### config.mk
export PLATFORM = sky130hd
export DESIGN_NAME = spi_tx_engine
export DESIGN_NICKNAME = d
export VERILOG_FILES = /design/src/rtl/spi_defines_pkg.sv /design/src/rtl/spi_clk_gen.sv /design/src/rtl/spi_tx_engine.sv
export SDC_FILE = /design/constraint.sdc
export NUM_CORES = 1
export LEC_CHECK = 0
export ABC_CLOCK_PERIOD_IN_PS = 1500
export BUFFER_PORTS_ARGS = -buffer_cell sky130_fd_sc_hd__buf_2
export CAP_MARGIN = 30
export CORE_ASPECT_RATIO = 0.9
export CORE_UTILIZATION = 40
export CTS_CLUSTER_DIAMETER = 30
export DETAILED_ROUTE_END_ITERATION = 8
export GPL_TIMING_DRIVEN = 0
export SYNTH_ARGS = -nofsm -noshare
export SYNTH_HDL_FRONTEND = slang
export SYNTH_SLANG_ARGS = --single-unit
### constraint.sdc
create_clock -name clk -period 1.5 [get_ports clk]
set_input_delay 0.075 -clock clk [delete_from_list [all_inputs] [get_ports clk]]
set_output_delay 0.075 -clock clk [all_outputs]
set_load 0.005 [all_outputs]
### src/rtl/spi_defines_pkg.sv
// Shared types for the SPI transmit engine: FSM state encoding, SPI mode pair
// and the bit-counter sizing helper.
package spi_defines_pkg;

  typedef enum logic [2:0] {
    ST_IDLE,
    ST_FETCH,
    ST_LOAD,
    ST_SHIFT,
    ST_COMPLETE,
    ST_GAP
  } spi_tx_state_t;

  typedef struct packed {
    logic cpol;
    logic cpha;
  } spi_mode_t;

  // Wide enough to hold DATA_WIDTH itself, not just DATA_WIDTH-1.
  function automatic int bit_cnt_width(input int data_width);
    return $clog2(data_width + 1);
  endfunction

endpackage

### src/rtl/spi_clk_gen.sv
// SPI clock generator: divides clk into sclk half-periods of CLK_DIV cycles
// while enabled, and flags the cycle on which each sclk edge is launched.
module spi_clk_gen #(
  parameter int CLK_DIV = 2,
  parameter bit CPOL    = 1'b0
) (
  input  logic clk,
  input  logic rst,
  input  logic enable,
  output logic sclk,
  output logic leading_edge,
  output logic trailing_edge
);

  localparam int DIVW = (CLK_DIV > 1) ? $clog2(CLK_DIV) : 1;

  logic [DIVW-1:0] div;
  logic            wrap;

  assign wrap          = enable && (div == DIVW'(CLK_DIV - 1));
  // An edge leaving the idle level is a leading edge; returning to it is trailing.
  assign leading_edge  = wrap && (sclk == CPOL);
  assign trailing_edge = wrap && (sclk != CPOL);

  always_ff @(posedge clk or posedge rst) begin
    if (rst) begin
      div  <= '0;
      sclk <= CPOL;
    end else if (!enable) begin
      div  <= '0;
      sclk <= CPOL;
    end else if (wrap) begin
      div  <= '0;
      sclk <= ~sclk;
    end else begin
      div  <= div + 1'b1;
    end
  end

endmodule

### src/rtl/spi_tx_engine.sv
// SPI master transmit engine: pops FIFO words and shifts them out framed by cs_n.
// Optional receive path (miso, rx_data, rx_valid) built when SPI_TX_ENGINE_RX_EN is defined.
module spi_tx_engine
  import spi_defines_pkg::*;
#(
  parameter int DATA_WIDTH = 8,
  parameter int CLK_DIV    = 2,
  parameter bit CPOL       = 1'b0,
  parameter bit CPHA       = 1'b0,
  parameter bit LSB_FIRST  = 1'b0,
  parameter int CS_GAP     = 1
) (
  input  logic                  clk,
  input  logic                  rst,
  input  logic                  empty,
  input  logic [DATA_WIDTH-1:0] read_data,
  output logic                  read_en,
  output logic                  sclk,
  output logic                  mosi,
  output logic                  cs_n,
  output logic                  busy,
`ifdef SPI_TX_ENGINE_RX_EN
  input  logic                  miso,
  output logic [DATA_WIDTH-1:0] rx_data,
  output logic                  rx_valid,
`endif
  output logic                  done
);

  localparam int        CW   = bit_cnt_width(DATA_WIDTH);
  localparam int        GW   = (CS_GAP > 1) ? $clog2(CS_GAP) : 1;
  localparam spi_mode_t MODE = '{cpol: CPOL, cpha: CPHA};

  spi_tx_state_t         state, next_state;
  logic [DATA_WIDTH-1:0] shift_reg;
  logic [CW-1:0]         bit_cnt;
  logic [GW-1:0]         gap_cnt;
  logic                  leading_edge, trailing_edge;
  logic                  sample_edge, shift_edge, last_edge;

  function automatic logic first_bit(input logic [DATA_WIDTH-1:0] d);
    return LSB_FIRST ? d[0] : d[DATA_WIDTH-1];
  endfunction

  function automatic logic [DATA_WIDTH-1:0] advance(input logic [DATA_WIDTH-1:0] d);
    return LSB_FIRST ? (d >> 1) : (d << 1);
  endfunction

  spi_clk_gen #(
    .CLK_DIV (CLK_DIV),
    .CPOL    (CPOL)
  ) u_clk_gen (
    .clk           (clk),
    .rst           (rst),
    .enable        (state == ST_SHIFT),
    .sclk          (sclk),
    .leading_edge  (leading_edge),
    .trailing_edge (trailing_edge)
  );

  // With CPHA=0 the first bit is preloaded in LOAD, so the closing trailing edge has nothing left to drive.
  assign sample_edge = MODE.cpha ? trailing_edge : leading_edge;
  assign shift_edge  = MODE.cpha ? leading_edge : (trailing_edge && (bit_cnt != '0));
  assign last_edge   = trailing_edge && (MODE.cpha ? (bit_cnt == CW'(1)) : (bit_cnt == '0));

  always_ff @(posedge clk or posedge rst) begin
    if (rst) state <= ST_IDLE;
    else     state <= next_state;
  end

  always_comb begin
    next_state = state;
    case (state)
      ST_IDLE:     if (!empty) next_state = ST_FETCH;
      ST_FETCH:    next_state = ST_LOAD;
      ST_LOAD:     next_state = ST_SHIFT;
      ST_SHIFT:    if (last_edge) next_state = ST_COMPLETE;
      ST_COMPLETE: next_state = (CS_GAP > 0) ? ST_GAP : ST_IDLE;
      ST_GAP:      if (int'(gap_cnt) == CS_GAP - 1) next_state = ST_IDLE;
      default:     next_state = ST_IDLE;
    endcase
  end

  // Strobes are registered from next_state so they are visible during the state they belong to.
  always_ff @(posedge clk or posedge rst) begin
    if (rst) begin
      read_en   <= 1'b0;
      mosi      <= 1'b0;
      cs_n      <= 1'b1;
      busy      <= 1'b0;
      done      <= 1'b0;
      shift_reg <= '0;
      bit_cnt   <= '0;
      gap_cnt   <= '0;
    end else begin
      read_en <= (next_state == ST_FETCH);
      busy    <= (next_state != ST_IDLE);
      done    <= (next_state == ST_COMPLETE);
      if (next_state == ST_LOAD)   cs_n <= 1'b0;
      else if (state == ST_COMPLETE) cs_n <= 1'b1;
      case (state)
        ST_LOAD: begin
          bit_cnt <= CW'(DATA_WIDTH);
          if (!MODE.cpha) begin
            mosi      <= first_bit(read_data);
            shift_reg <= advance(read_data);
          end else begin
            shift_reg <= read_data;
          end
        end
        ST_SHIFT: begin
          if (sample_edge) bit_cnt <= bit_cnt - 1'b1;
          if (shift_edge) begin
            mosi      <= first_bit(shift_reg);
            shift_reg <= advance(shift_reg);
          end
        end
        ST_COMPLETE: gap_cnt <= '0;
        ST_GAP:      gap_cnt <= gap_cnt + 1'b1;
        default: ;
      endcase
    end
  end

`ifdef SPI_TX_ENGINE_RX_EN
  logic [DATA_WIDTH-1:0] rx_shift, rx_next;

  // The final CPHA=1 sample lands on the same cycle COMPLETE is entered, so publish the post-sample value.
  always_comb begin
    rx_next = rx_shift;
    if (state == ST_SHIFT && sample_edge)
      rx_next = LSB_FIRST ? {miso, rx_shift[DATA_WIDTH-1:1]} : {rx_shift[DATA_WIDTH-2:0], miso};
  end

  always_ff @(posedge clk or posedge rst) begin
    if (rst) begin
      rx_shift <= '0;
      rx_data  <= '0;
      rx_valid <= 1'b0;
    end else begin
      rx_shift <= rx_next;
      rx_valid <= (next_state == ST_COMPLETE);
      if (next_state == ST_COMPLETE) rx_data <= rx_next;
    end
  end
`endif

endmodule

* Yosys cells after proc, flatten, opt, wreduce, memory -nomap -nowiden
Cells that the tools add are included.
** Operators by class
- $add $sub $neg :: 3
- Equal/unequal tests :: 11
- Multiplexer cells :: 17
- Bitwise gates (word level) :: 1
- Reductions and logical operators :: 14
** Operators by type and width (number)
- $pmux W3 S6 :: 1
- $pmux W8 S2 :: 1
- $eq A3 B2 Y1 const B :: 3
- $eq A3 B3 Y1 const B :: 3
- $mux W3 :: 3
- $mux W8 :: 1
- $pmux W4 S2 :: 1
- $mux W1 :: 7
- $eq A3 B1 Y1 const B :: 2
- $ne A2 B2 Y1 const B :: 3
- $reduce_bool A2 Y1 :: 3
- $logic_and A1 B1 Y1 :: 5
- $logic_not A4 Y1 :: 1
- $mux W4 :: 1
- $pmux W1 S2 :: 2
- $reduce_and A2 Y1 :: 2
- $reduce_bool A4 Y1 :: 1
- $sub A4 B1 Y4 const B :: 1
- $logic_not A3 Y1 :: 1
- $reduce_bool A3 Y1 :: 1
- $add A1 B1 Y1 const B :: 2
- $not A1 Y1 :: 1
** Word-level totals
- Register bits :: 23
- Input port bits :: 11
- Output and inout bits :: 6
- Logic and storage cells :: 57

* Logic depth before layout (Yosys ltp)
Gate-level depths: netlist (run 1).
- Depth after elaboration :: 8
- Depth in mapped cells :: 5
- Gate-level depth less buffers :: 5

* Modules after synthesis
Synthesis (run 1) repeated with hierarchy kept, for this count alone.
** Unflattened totals
- Cell total of the unflattened synthesis :: 104
- Area, all modules :: 1118.6 um^2
** Modules (own cells, without submodules)
- spi_tx_engine :: instances 1, cells an instance 95, area an instance 1026.0 um^2, sequential area each 501.7 um^2
- spi_clk_gen :: instances 1, cells an instance 9, area an instance 92.6 um^2, sequential area each 50.0 um^2

* Least setup slack after synthesis (run 1)
OpenSTA, ideal clock, no wires.
- Kind :: flip-flop to flip-flop
- Start :: reg bit_cnt[0]
- End :: reg mosi
- Setup time :: 0.125 ns
- Arrival :: 1.308 ns
- Data required time :: 1.375 ns
- Path slack :: 0.068 ns
- Stages on the path, launching flop included :: 6
- Path buffers :: 0
- Clock period less this slack :: 1.432 ns
- Cell sequence :: dfrtp_1 inv_1 ha_1 nor3b_2 o22ai_4 mux2_2
** Between the ends
- Word-level cells in the longest chain between the ends :: 4
** RTL lines
- from (decl) :: line spi_tx_engine.sv:36 : logic [CW-1:0] bit_cnt;
- from (signal assigned) :: line spi_tx_engine.sv:103 : bit_cnt <= CW'(DATA_WIDTH);
- from (signal assigned) :: line spi_tx_engine.sv:112 : if (sample_edge) bit_cnt <= bit_cnt - 1'b1;
- $reduce_bool A4 Y1 :: line spi_tx_engine.sv:63 : assign shift_edge = MODE.cpha ? leading_edge : (trailing_edge && (bit_cnt != '0));
- $logic_and A1 B1 Y1 :: line spi_tx_engine.sv:63
- $ne A2 B2 Y1 (no source line)
- $reduce_and A2 Y1 (no source line)
- to (signal assigned) :: line spi_tx_engine.sv:105 : mosi <= first_bit(read_data);
- to (signal assigned) :: line spi_tx_engine.sv:114 : mosi <= first_bit(shift_reg);
- to (decl) :: line spi_tx_engine.sv:19 : output logic mosi,
Every way passes these cells.
A chain may end at the register's enable or synchronous reset.

* Worst setup path in the final report (run 1)
- Start :: reg bit_cnt[1]
- End :: reg mosi
The elaborated chain is that of the path after synthesis.

==> Implementation_results.wiki, run 1 <==
{| class="wikitable"
! Metric !! Value
|-
| Skew final || 9.20 ps
|-
| Max Root-Sink Buffers || 2
|-
| Max rail drop VDD || 0.00109 V
|-
| Delay contributed by the slowest stage of the critical path || ~400 ps
|-
| Wire length of the first global-routing pass || 3.69 mm
|-
| Antenna-violating nets left || 0
|-
| Violations in the final reports || setup timing
|-
| Post-synthesis average cell area || 12.0 um^2
|-
| Commonest non-fill, non-tap cell in the layout || dfrtp_1
|-
| Flip-flop count of the largest register, all copies and words added || 7
|-
| Overall die area || 3010 um^2
|-
| Net switching power || 0.000957 W
|-
| Antenna violations before repair || 0
|-
| P_int || 0.00180 W
|-
| Signed area change from the synthesized netlist to the final layout || 25.8%
|-
| Gate count after technology mapping || 93
|-
| Status || finished, violations left
|-
| Yosys warns || 0
|-
| Net Count, Synth || 106
|-
| Rows || 17
|-
| Initial Util || 0.437
|-
| Average via count per standard cell || around 5.4
|-
| Post-synthesis cell type count || 33
|-
| Count of final max-slew check failures || 0
|-
| Max-capacitance violation count || 0
|-
| Layout Nets || 137
|-
| Maximum net fanout on the critical path || 7
|-
| Clock Power Share || 0.102
|-
| CTS tree || done
|-
| Tightest slew margin relative to the limit || 0.450
|-
| Worst Setup Path Type || flip-flop to flip-flop
|-
| Highest clock rate || between 600 and 700 MHz
|-
| Clock buffers created by TritonCTS || 3
|-
| Post-detailed-routing wire length || about 2.1 mm
|-
| Largest net degree at the start of global routing || 23
|-
| Worst hold path depth || 3
|-
| Worst Min Path Start || read_data[4]
|-
| Final critical path time including I/O delays and setup || approximately 1500 ps
|-
| Max H-tree Level || 1
|-
| Critical Path AT || 1730 ps
|-
| TNS Setup || -109 ps
|-
| Setup WS post-layout || -25.5 ps
|-
| CP bufs+invs || 1
|-
| Worst Hold Class || primary input to flip-flop
|-
| Detailed-route via count || just over 800
|-
| Netlist area before placement || ~1100 um^2
|-
| Register bit count reported by yosys || 22
|-
| Reg clk slew, reported paths || 120 ps
|-
| Chip Width || 57.7 um
|-
| Number of buffers inserted by port buffering || 16
|-
| Number of DRC violations after detailed routing || 0
|-
| All-Layer GR Usage || 0.170
|-
| Combinational share of power || 0.532
|-
| Final hold violations || 0
|-
| Critical path launch point type || flip-flop
|-
| Unrepaired setup endpoints after global routing || yes
|-
| Slowest cell on crit path || dfrtp_1
|-
| Core region area || 2550 um^2
|-
| First-pass detailed-route iteration total || 4
|-
| Clock insertion delay at the later pin of the skew report || around 310 ps
|-
| Portion of the post-synthesis area used by sequential elements || 0.494
|-
| Total clock sinks || 22
|-
| Antenna diode count || 0
|-
| Reg2reg path depth || 5
|-
| Share of the clock period used by the worst path || 1.02
|-
| Die boundary height || 52.1 um
|-
| Part of the total power dissipated in sequential elements || 0.367
|-
| WHS Endpoint || shift_reg[5]
|-
| Top library cells by usage in the layout, fill and taps aside || dfrtp_1, buf_2, buf_4, mux2_2, mux2_4
|-
| Share of cells above drive strength 1 || 0.463
|-
| Setup slack, reg-to-reg || -30 ps
|-
| Leakage dissipation || approximately 0.65 nW
|-
| Final HPWL DP || 1.42 mm
|-
| Critical path, cell by cell || inv_2, ha_4, nor3b_4, o22ai_4, mux2_4
|-
| Cell depth of the worst setup path || 5
|-
| Data required time at the worst endpoint || around 1700 ps
|-
| GP Congestion || 0.751
|-
| Power density over the cells || 1960 nW/um^2
|-
| Count of final setup violators || 7
|-
| Cell at the root of the clock tree || clkbuf_4
|-
| Wirelength per Cell || 14.2 um
|-
| Worst r2r dst || mosi
|-
| Switching part of the total power || 0.347
|-
| Cell area after placement || about 1200 um^2
|-
| I/O pin cnt || 17
|-
| Overall overflow remaining after global route || 0
|-
| Top Family by Delay on Critical Path || flip-flops
|-
| Final Instance Area || 1400 um^2
|-
| Detailed router's first-iteration violation count || 23
|-
| Least-Margin Pin Slew || 825 ps
|-
| Via count of the first global-routing pass || 795
|-
| Startpoint of the lowest-slack register-to-register path || bit_cnt[1]
|-
| Crit. End Element || flip-flop
|}
==> per-stage QoR <==
stage	util	worst slack (ps)	hold slack, ps	instances	power (W)
final	0.550	-25.5	115	151	0.00276
after global routing	0.550	-84.2	109	151	0.00299
after CTS	0.539	-8.45	101	149	0.00273
after detailed placement	0.482	-107	260	137	0.00214
after global placement	0.482	-48.4	255	137	0.00209
after floorplan	-	67.6	63.5	93	0.00188
==> worst register-to-register path, delay by kind of cell, from the launching register on <==
kind | cells | cell delay (ps)
and+or+nand+nor | 1 | 160
AOI/OAI and AO/OA | 1 | 310
buffers and inverters | 1 | 60
DFF | 1 | 400
muxes | 1 | 340
adders and majority gates | 1 | 150
==> area by class of cell <==
class                   instances  area, um^2
multi-input cells              61         574
clock buffers                   4        26.3
inverters                       5        18.8
fillers                       236        1150
plain buffers                   5        32.5
repair buffers                 26         163
well taps                      28        35.0
flip-flops and latches         22         554
==> cells in the mapped netlist <==
library cell | n | share of area
nor2b_1 | 4 | 0.022
dfrtp_1 | 21 | 0.47
nand4_1 | 1 | 0.0056
dfstp_2 | 1 | 0.024
nand2b_1 | 5 | 0.028
nor4_1 | 1 | 0.0056
mux2i_1 | 1 | 0.0090
o22ai_4 | 1 | 0.018
a2bb2oi_1 | 1 | 0.0078
inv_1 | 5 | 0.017
nor3b_2 | 1 | 0.011
o21a_1 | 1 | 0.0067
nand3b_1 | 1 | 0.0067
and4_1 | 2 | 0.016
nor3b_1 | 1 | 0.0067
buf_4 | 2 | 0.013
o21ai_0 | 2 | 0.0090
ha_1 | 2 | 0.022
a21oi_1 | 4 | 0.018
o22ai_1 | 3 | 0.017
o221ai_1 | 1 | 0.0078
clkbuf_1 | 1 | 0.0034
nand3b_4 | 1 | 0.018
nor2_1 | 3 | 0.010
and3b_1 | 1 | 0.0078
o31ai_1 | 1 | 0.0067
buf_2 | 2 | 0.0090
nand4b_1 | 1 | 0.0078
nand2_1 | 1 | 0.0034
nor3_1 | 2 | 0.0090
mux2_2 | 16 | 0.16
a211oi_1 | 2 | 0.013
a22o_1 | 1 | 0.0078
==> logic make-up after synthesis <==
logic type	after synthesis	share of synthesized area
AND/OR/NAND/NOR	25	0.158
flip-flops	22	0.494
AO/OA/AOI/OAI	17	0.112
multiplexers	17	0.170
buffers and inverters	10	0.0426
adder cells (fa/ha/maj)	2	0.0224
==> power by group through the flow <==
stage	clock network, W	logic (W)	registers [W]
3_5_place_dp	0	0.00114	0.00100
5_1_grt	0.000316	0.00164	0.00104
2_1_floorplan	0	0.000921	0.000956
4_1_cts	0.000296	0.00142	0.00101
6_report	0.000280	0.00147	0.00101
3_3_place_gp	0	0.00111	0.000982
==> layer usage <==
layer / track usage / wire length [um] / vias up
met4: 0.0595 / 33 / 0
met5: 0 / 0 / -
li1: - / - / 402
met3: 0.0522 / 95 / 5
met2: 0.267 / 1000 / 22
met1: 0.223 / 1010 / 393
==> worst max-delay path by stage <==
stage               startpoint            to
floorplan           bit_cnt[0]          mosi
global placement    bit_cnt[0]          mosi
detailed placement  bit_cnt[0]  shift_reg[6]
CTS                 bit_cnt[1]          mosi
global route        bit_cnt[1]          mosi
finish              bit_cnt[1]          mosi
==> repair_timing <==
action / 4_1_cts / 5_1_grt
cloned: 0 / 0
buffers inserted: 6 / 2
pin swaps: 1 / 2
endpoints found under the hold margin: 24 / 0
setup endpoints to repair: 9 / 10
resized for setup: 15 / 3
hold buffers: 3 / 0
Note: power is estimated with default switching activity, not from simulation.
==> run 2, diff against run 1 <==
--- a/config.mk
+++ b/config.mk
@@ -8,5 +8,5 @@
 export ABC_CLOCK_PERIOD_IN_PS = 1500
 export BUFFER_PORTS_ARGS = -buffer_cell sky130_fd_sc_hd__buf_2
-export CAP_MARGIN = 30
+export CAP_MARGIN = 20
 export CORE_ASPECT_RATIO = 0.9
 export CORE_UTILIZATION = 40
==> constraint.sdc (replaced) <==
create_clock -name clk -period 1.5 [get_ports clk]
set_input_delay 0.3 -clock clk [delete_from_list [all_inputs] [get_ports clk]]
set_output_delay 0.3 -clock clk [all_outputs]
set_load 0.005 [all_outputs]
==> run 2 against run 1 <==
The flow still finishes with violations (setup timing). Critical path depth rose by 1. Global-route usage barely moved. Fmax fell by 1.8%. Via count rose by 0.12%. Clock skew fell by 1.2 ps. Total power rose by 2.9%. Worst setup slack got worse by 28 ps. First-iteration DRC count rose by 39%. Cell area fell by 0.53%. Non-clock buffer count fell by 1. Final cell count fell by 0.66%. Register-to-register slack got worse by 30 ps.
==> Implementation_results.wiki, run 2 (synthesized netlist as in run 1, its figures left out) <==
{| class="wikitable"
! Metric !! Value
|-
| Part of the total power dissipated in sequential elements || 0.356
|-
| Slowest cell on crit path || dfrtp_1
|-
| Worst Setup Path Type || flip-flop to flip-flop
|-
| Utilization after layout || 0.547
|-
| Cell at the root of the clock tree || clkbuf_4
|-
| Layout Nets || 136
|-
| Critical path, cell by cell || inv_2, ha_4, nor3b_4, o22ai_4, buf_6, mux2_4
|-
| Average via count per standard cell || 5.49
|-
| Met2 wire len || about 1.1 mm
|-
| CTS tree || done
|-
| Violations in the final reports || setup timing
|-
| Final hold violations || 0
|-
| Worst Hold Class || primary input to asynchronous set/reset pin
|-
| Rows || 17
|-
| GP Congestion || 0.751
|-
| Share of the clock period used by the worst path || 1.04
|-
| Critical Path AT || 1760 ps
|-
| Flip-flop count of the largest register, all copies and words added || 7
|-
| Post-detailed-routing wire length || 2.15 mm
|-
| Power density over the cells || 2030 nW/um^2
|-
| DRT met1 WL || approximately 1000 um
|-
| Overall overflow remaining after global route || 0
|-
| Number of DRC violations after detailed routing || 0
|-
| Count of final setup violators || 7
|-
| Wire length of the first global-routing pass || 3.70 mm
|-
| Total clock sinks || 22
|-
| Worst r2r dst || mosi
|-
| Combinational share of power || 0.545
|-
| Share of cells above drive strength 1 || 0.484
|-
| Critical path launch point type || flip-flop
|-
| Met3 wire length || 87 um
|-
| Final critical path time including I/O delays and setup || ~1600 ps
|-
| Clock buffers created by TritonCTS || 3
|-
| Setup WS post-layout || -53.3 ps
|-
| Final HPWL DP || 1.42 mm
|-
| Placed cells || 137
|-
| I/O pin cnt || 17
|-
| First-pass detailed-route iteration total || 4
|-
| Via count of the first global-routing pass || 794
|-
| Maximum net fanout on the critical path || 3
|-
| Core region area || 2550 um^2
|-
| Antenna diode count || 0
|-
| Skew final || 7.96 ps
|-
| Signed area change from the synthesized netlist to the final layout || 25.1%
|-
| Net switching power || 0.000974 W
|-
| Leakage dissipation || between 0.6 and 0.7 nW
|-
| Largest net degree at the start of global routing || 23
|-
| Critical path origin || bit_cnt[1]
|-
| Unrepaired setup endpoints after global routing || yes
|-
| Tightest slew margin relative to the limit || 0.442
|-
| Antenna violations before repair || 0
|-
| Top library cells by usage in the layout, fill and taps aside || dfrtp_1, buf_2, buf_4, mux2_2, mux2_4
|-
| Switching part of the total power || 0.343
|-
| Commonest non-fill, non-tap cell in the layout || dfrtp_1
|-
| Reg clk slew, reported paths || between 100 and 150 ps
|-
| Die boundary height || 52.1 um
|-
| Initial Util || 0.437
|-
| Delay contributed by the slowest stage of the critical path || about 420 ps
|-
| Highest clock rate || 644 MHz
|-
| Setup slack at placement || -107 ps
|-
| Number of buffers inserted by port buffering || 16
|-
| Worst Setup EP || mosi
|-
| Detailed-route via count || 823
|-
| Max H-tree Level || 1
|-
| Startpoint of the lowest-slack register-to-register path || bit_cnt[1]
|-
| Clock Power Share || 0.099
|-
| Antenna-violating nets left || 0
|-
| Clock insertion delay at the later pin of the skew report || between 300 and 400 ps
|-
| Max-capacitance violation count || 0
|-
| Hold bufs inserted after CTS || 0
|-
| Status || finished, violations left
|-
| All-Layer GR Usage || 0.171
|-
| Detailed router's first-iteration violation count || 32
|-
| Setup slack, reg-to-reg || -50 ps
|-
| Overall die area || 3010 um^2
|-
| Top Metal Used || met4
|-
| Reg2reg path depth || 6
|-
| P_int || 0.00186 W
|-
| Data required time at the worst endpoint || 1700 ps
|-
| Max Root-Sink Buffers || 2
|-
| Least-Margin Pin Slew || roughly 840 ps
|-
| Crit. End Element || flip-flop
|-
| Fin cells || 150
|-
| Chip Width || 57.7 um
|-
| PnR Total Power || 0.00284 W
|-
| Wirelength per Cell || 14.3 um
|-
| Count of final max-slew check failures || 0
|-
| Max rail drop VDD || between 0.001 and 0.0015 V
|}
-- run 2: layout make-up --
| cell class | instances | area, um^2 |
|---|---|---|
| Buffer | 5 | 32.5 |
| Tap cell | 28 | 35.0 |
| Multi-Input combinational cell | 61 | 574 |
| Timing Repair Buffer | 25 | 155 |
| Fill cell | 241 | 1160 |
| Inverter | 5 | 18.8 |
| Sequential cell | 22 | 554 |
| Clock buffer | 4 | 26.3 |
-- run 2: repair_timing --
action | 4_1_cts | 5_1_grt
pin swaps | 1 | 3
gates resized for setup | 15 | 5
buffers inserted | 6 | 4
setup endpoints to repair | 9 | 10
cloned | 0 | 0
-- run 2: how the worst min path moves through the flow --
stage | from | end | slack (ps)
2_1_floorplan | rst | bit_cnt[0] | 290
3_3_place_gp | empty | read_en | 480
3_5_place_dp | empty | read_en | 480
4_1_cts | empty | read_en | 140
5_1_grt | empty | read_en | 130
6_report | rst | shift_reg[6] | 130
-- run 2: power by group through the flow --
| stage | sequential (W) | clock [W] | combinational (W) |
|---|---|---|---|
| final | 0.00101 | 0.000280 | 0.00155 |
| after global routing | 0.00104 | 0.000322 | 0.00172 |
| after CTS | 0.00101 | 0.000296 | 0.00142 |
| after detailed placement | 0.00100 | 0 | 0.00114 |
| after global placement | 0.000982 | 0 | 0.00111 |
| after floorplan | 0.000956 | 0 | 0.000921 |
-- run 2: critical path: cells and delay by family (launching register included) --
family                     cells  cell delay (ps)
AOI/OAI and AO/OA              1              120
DFF                            1              420
muxes                          1              290
adders and majority gates      1              130
buffers and inverters          2              230
and+or+nand+nor                1              260
-- run 2: per-layer routing --
layer | vias to the layer above | track usage
li1 | 402 | -
met1 | 398 | 0.220
met2 | 18 | 0.273
met3 | 5 | 0.0522
met4 | 0 | 0.0595
met5 | - | 0
-- run 2: stage by stage --
stage                     instance area, um^2  setup TNS, ps  hold WS (ps)
after floorplan                          1120              0           288
after global placement                   1230           -301           480
after detailed placement                 1230           -693           485
after CTS                                1350          -11.7           143
after global routing                     1400           -971           135
final                                    1400           -329           132
==> run 3, diff against run 2 <==
- ABC_AREA: default -> 1
- ABC_CLOCK_PERIOD_IN_PS: 1500 -> 1900
- clock period: 1.5 -> 1.9 ns (I/O delays scaled with it)
==> run 3 against run 2 <==
The run now ends clean. Synthesized cell count increased by 33%. Worst setup slack improved by 390 ps. Sequential share of layout area increased by 6.5 points. Total power decreased by 41%. Clock skew decreased by 3.2 ps. Critical endpoint is now shift_reg[7]. Largest cell class is now sequential cells. Largest power group is now sequential cells.
==> Implementation_results.wiki, run 3 <==
{| class="wikitable"
! Metric !! Value
|-
| Number of DRC violations after detailed routing || 0
|-
| Cell type with the highest aggregate area in the netlist || dfrtp_1
|-
| Combinational share of power || 0.416
|-
| Signed area change from the synthesized netlist to the final layout || 14.5%
|-
| Detailed-route via count || 839
|-
| Antenna diode count || 0
|-
| Cell occurring most often along the worst timing path || o21ai_0
|-
| Resize count post-CTS || 0
|-
| Overall die area || 2810 um^2
|-
| TNS Setup || 0 ps
|-
| Wirelength per Cell || 11.1 um
|-
| Share of cells above drive strength 1 || 0.181
|-
| Least-Margin Pin Slew || 805 ps
|-
| GP Congestion || 0.748
|-
| Chip Width || 55.8 um
|-
| Antenna-violating nets left || 0
|-
| All-Layer GR Usage || 0.162
|-
| Netlist area before placement || roughly 1000 um^2
|-
| Rows || 17
|-
| Part of the total power dissipated in sequential elements || 0.427
|-
| Critical path, cell by cell || inv_1, nand3_1, buf_4, o21ai_0, nand2_1, o21ai_0
|-
| Power density over the cells || 1410 nW/um^2
|-
| Largest net degree at the start of global routing || 23
|-
| Portion of the post-synthesis area used by sequential elements || 0.529
|-
| Count of final setup violators || 0
|-
| Highest clock rate || 640 MHz
|-
| Leakage dissipation || 0.626 nW
|-
| Data required time at the worst endpoint || roughly 2100 ps
|-
| Post-synthesis average cell area || 8.41 um^2
|-
| Net Count, Synth || 137
|-
| Hold bufs inserted after CTS || 0
|-
| Most frequently used cell type in the post-synthesis netlist || nand2_1
|-
| Via count of the first global-routing pass || 814
|-
| Worst Setup EP || shift_reg[7]
|-
| Setup slack at placement || 354 ps
|-
| Max H-tree Level || 1
|-
| Top library cells by usage in the layout, fill and taps aside || nand2_1, dfrtp_1, inv_1, buf_2, o21ai_0
|-
| Post-synth EDFFs || 0
|-
| Async set-or-reset flop fraction in the synthesized netlist || 1.00
|-
| Startpoint of the lowest-slack register-to-register path || state[2]
|-
| First-pass detailed-route iteration total || 4
|-
| Skew final || 4.74 ps
|-
| Share of the clock period used by the worst path || 0.822
|-
| Final Instance Area || 1190 um^2
|-
| Tightest slew margin relative to the limit || 0.463
|-
| Fin cells || 172
|-
| Post-detailed-routing wire length || 1.91 mm
|-
| Main area contributors after synthesis || dfrtp_1, nand2_1, o21ai_0, inv_1, nor2_1
|-
| Core region area || 2470 um^2
|-
| Reg2reg path depth || 6
|-
| Critical path launch point type || flip-flop
|-
| CTS tree || done
|-
| Placed cells || 168
|-
| Antenna violations before repair || 0
|-
| Setup slack, reg-to-reg || 340 ps
|-
| Detailed router's first-iteration violation count || 18
|-
| Net switching power || 0.000683 W
|-
| Total clock sinks || 22
|-
| Slowest cell on crit path || dfrtp_1
|-
| P_int || 0.00100 W
|-
| Overall overflow remaining after global route || 0
|-
| Delay contributed by the slowest stage of the critical path || 490 ps
|-
| Max rail drop VDD || 0.000783 V
|-
| Setup WS post-layout || around 340 ps
|-
| Wire length of the first global-routing pass || about 3.4 mm
|-
| Initial Util || 0.422
|-
| Worst Setup Path Type || flip-flop to flip-flop
|-
| Clock insertion delay at the later pin of the skew report || 310 ps
|-
| Unrepaired setup endpoints after global routing || no
|-
| Primary FF master, synth || dfrtp_1
|-
| Layout Nets || 158
|-
| Max Root-Sink Buffers || 2
|-
| Count of final max-slew check failures || 0
|-
| Final critical path time including I/O delays and setup || 1560 ps
|-
| Clock buffers created by TritonCTS || 3
|-
| Share of the synthesized area in the top cell type || 0.504
|-
| Worst r2r dst || shift_reg[7]
|-
| Reg clk slew, reported paths || 130 ps
|-
| Average via count per standard cell || slightly below 5
|-
| Register bit count reported by yosys || 22
|-
| Number of buffers inserted by port buffering || 16
|-
| Maximum net fanout on the critical path || 10
|-
| Final HPWL DP || 1.39 mm
|-
| Yosys warns || 0
|-
| Commonest cells post-synth || nand2_1, dfrtp_1, inv_1, o21ai_0, nor2_1
|-
| DRT met1 WL || roughly 900 um
|-
| Cell area after placement || 1160 um^2
|-
| Met2 wire len || roughly 900 um
|-
| Switching part of the total power || 0.406
|-
| Post-synthesis cell type count || 20
|-
| Gate count after technology mapping || 124
|-
| Die boundary height || 50.4 um
|-
| Status || completed
|-
| Crit. End Element || flip-flop
|-
| Fillers || between 200 and 300
|-
| Top Metal Used || met4
|-
| Setup repair bufs after CTS || 0
|-
| Critical Path AT || around 1800 ps
|-
| Commonest non-fill, non-tap cell in the layout || nand2_1
|-
| Worst Hold Class || primary input to asynchronous set/reset pin
|-
| I/O pin cnt || 17
|-
| Final hold violations || 0
|-
| Met3 wire length || roughly 80 um
|-
| Flip-flop count of the largest register, all copies and words added || 7
|-
| Cell at the root of the clock tree || clkbuf_4
|-
| Critical path origin || state[2]
|-
| Clock Power Share || 0.157
|-
| Max-capacitance violation count || 0
|}
[run 3: changes by cell type after synthesis, moves of 2 or more]
cell / before / now
a211oi_1: 2 / 0
nand2b_1: 5 / 0
inv_1: 5 / 18
nor2_1: 3 / 10
nor2b_1: 4 / 0
buf_2: 2 / 0
o21ai_0: 2 / 15
mux2_2: 16 / 0
nand3_1: 0 / 7
nand2_1: 1 / 34
and4_1: 2 / 0
o22ai_1: 3 / 0
[run 3: power groups by stage]
stage	clock, W	sequential [W]	combinational, W
after global placement	0	0.000721	0.000685
final	0.000264	0.000719	0.000700
after CTS	0.000271	0.000719	0.000712
after detailed placement	0	0.000727	0.000708
after global routing	0.000295	0.000739	0.000815
after floorplan	0	0.000708	0.000545
[run 3: per-layer routing]
metal  track usage  vias to the layer above
met4        0.0500                        0
met3        0.0541                        2
li1              -                      432
met1         0.189                      386
met5             0                        -
met2         0.283                       19
[run 3: area by class of cell]
cell class              instances  area (um^2)  area share
flip-flops and latches         22          552       0.462
multi-input cells              82          404       0.339
repair buffers                 16         80.1      0.0671
inverters                      18         67.6      0.0566
clock buffers                   4         36.3      0.0304
well taps                      28         35.0      0.0294
plain buffers                   2         18.8      0.0157
[run 3: how the worst min path moves through the flow]
stage / startpoint / depth (start not counted) / slack (ps) / to
2_1_floorplan: rst / 1 / 370 / bit_cnt[0]
3_3_place_gp: mosi / 2 / 460 / mosi
3_5_place_dp: mosi / 2 / 470 / mosi
4_1_cts: empty / 2 / 210 / read_en
5_1_grt: empty / 2 / 210 / read_en
6_report: rst / 2 / 190 / shift_reg[5]
[run 3: cells by family after synthesis]
family / count (synthesis) / synth area share
adders and majority gates: 2 / 0.0240
DFF: 22 / 0.529
buffers and inverters: 20 / 0.0828
AOI/OAI and AO/OA: 22 / 0.120
and+or+nand+nor: 58 / 0.244
[run 3: critical path: cells and delay by family, from the launching register on]
kind                   cells  cell delay, ps
and+or+nand+nor            2             340
buffers and inverters      2             420
DFF                        1             490
AOI/OAI and AO/OA          2             240
[run 3: stage by stage]
| step | hold slack [ps] | utilization | power, W |
|---|---|---|---|
| 2_1_floorplan | 368 | - | 0.00125 |
| 3_3_place_gp | 462 | 0.469 | 0.00141 |
| 3_5_place_dp | 466 | 0.469 | 0.00144 |
| 4_1_cts | 215 | 0.484 | 0.00170 |
| 5_1_grt | 211 | 0.484 | 0.00185 |
| 6_report | 194 | 0.484 | 0.00168 |
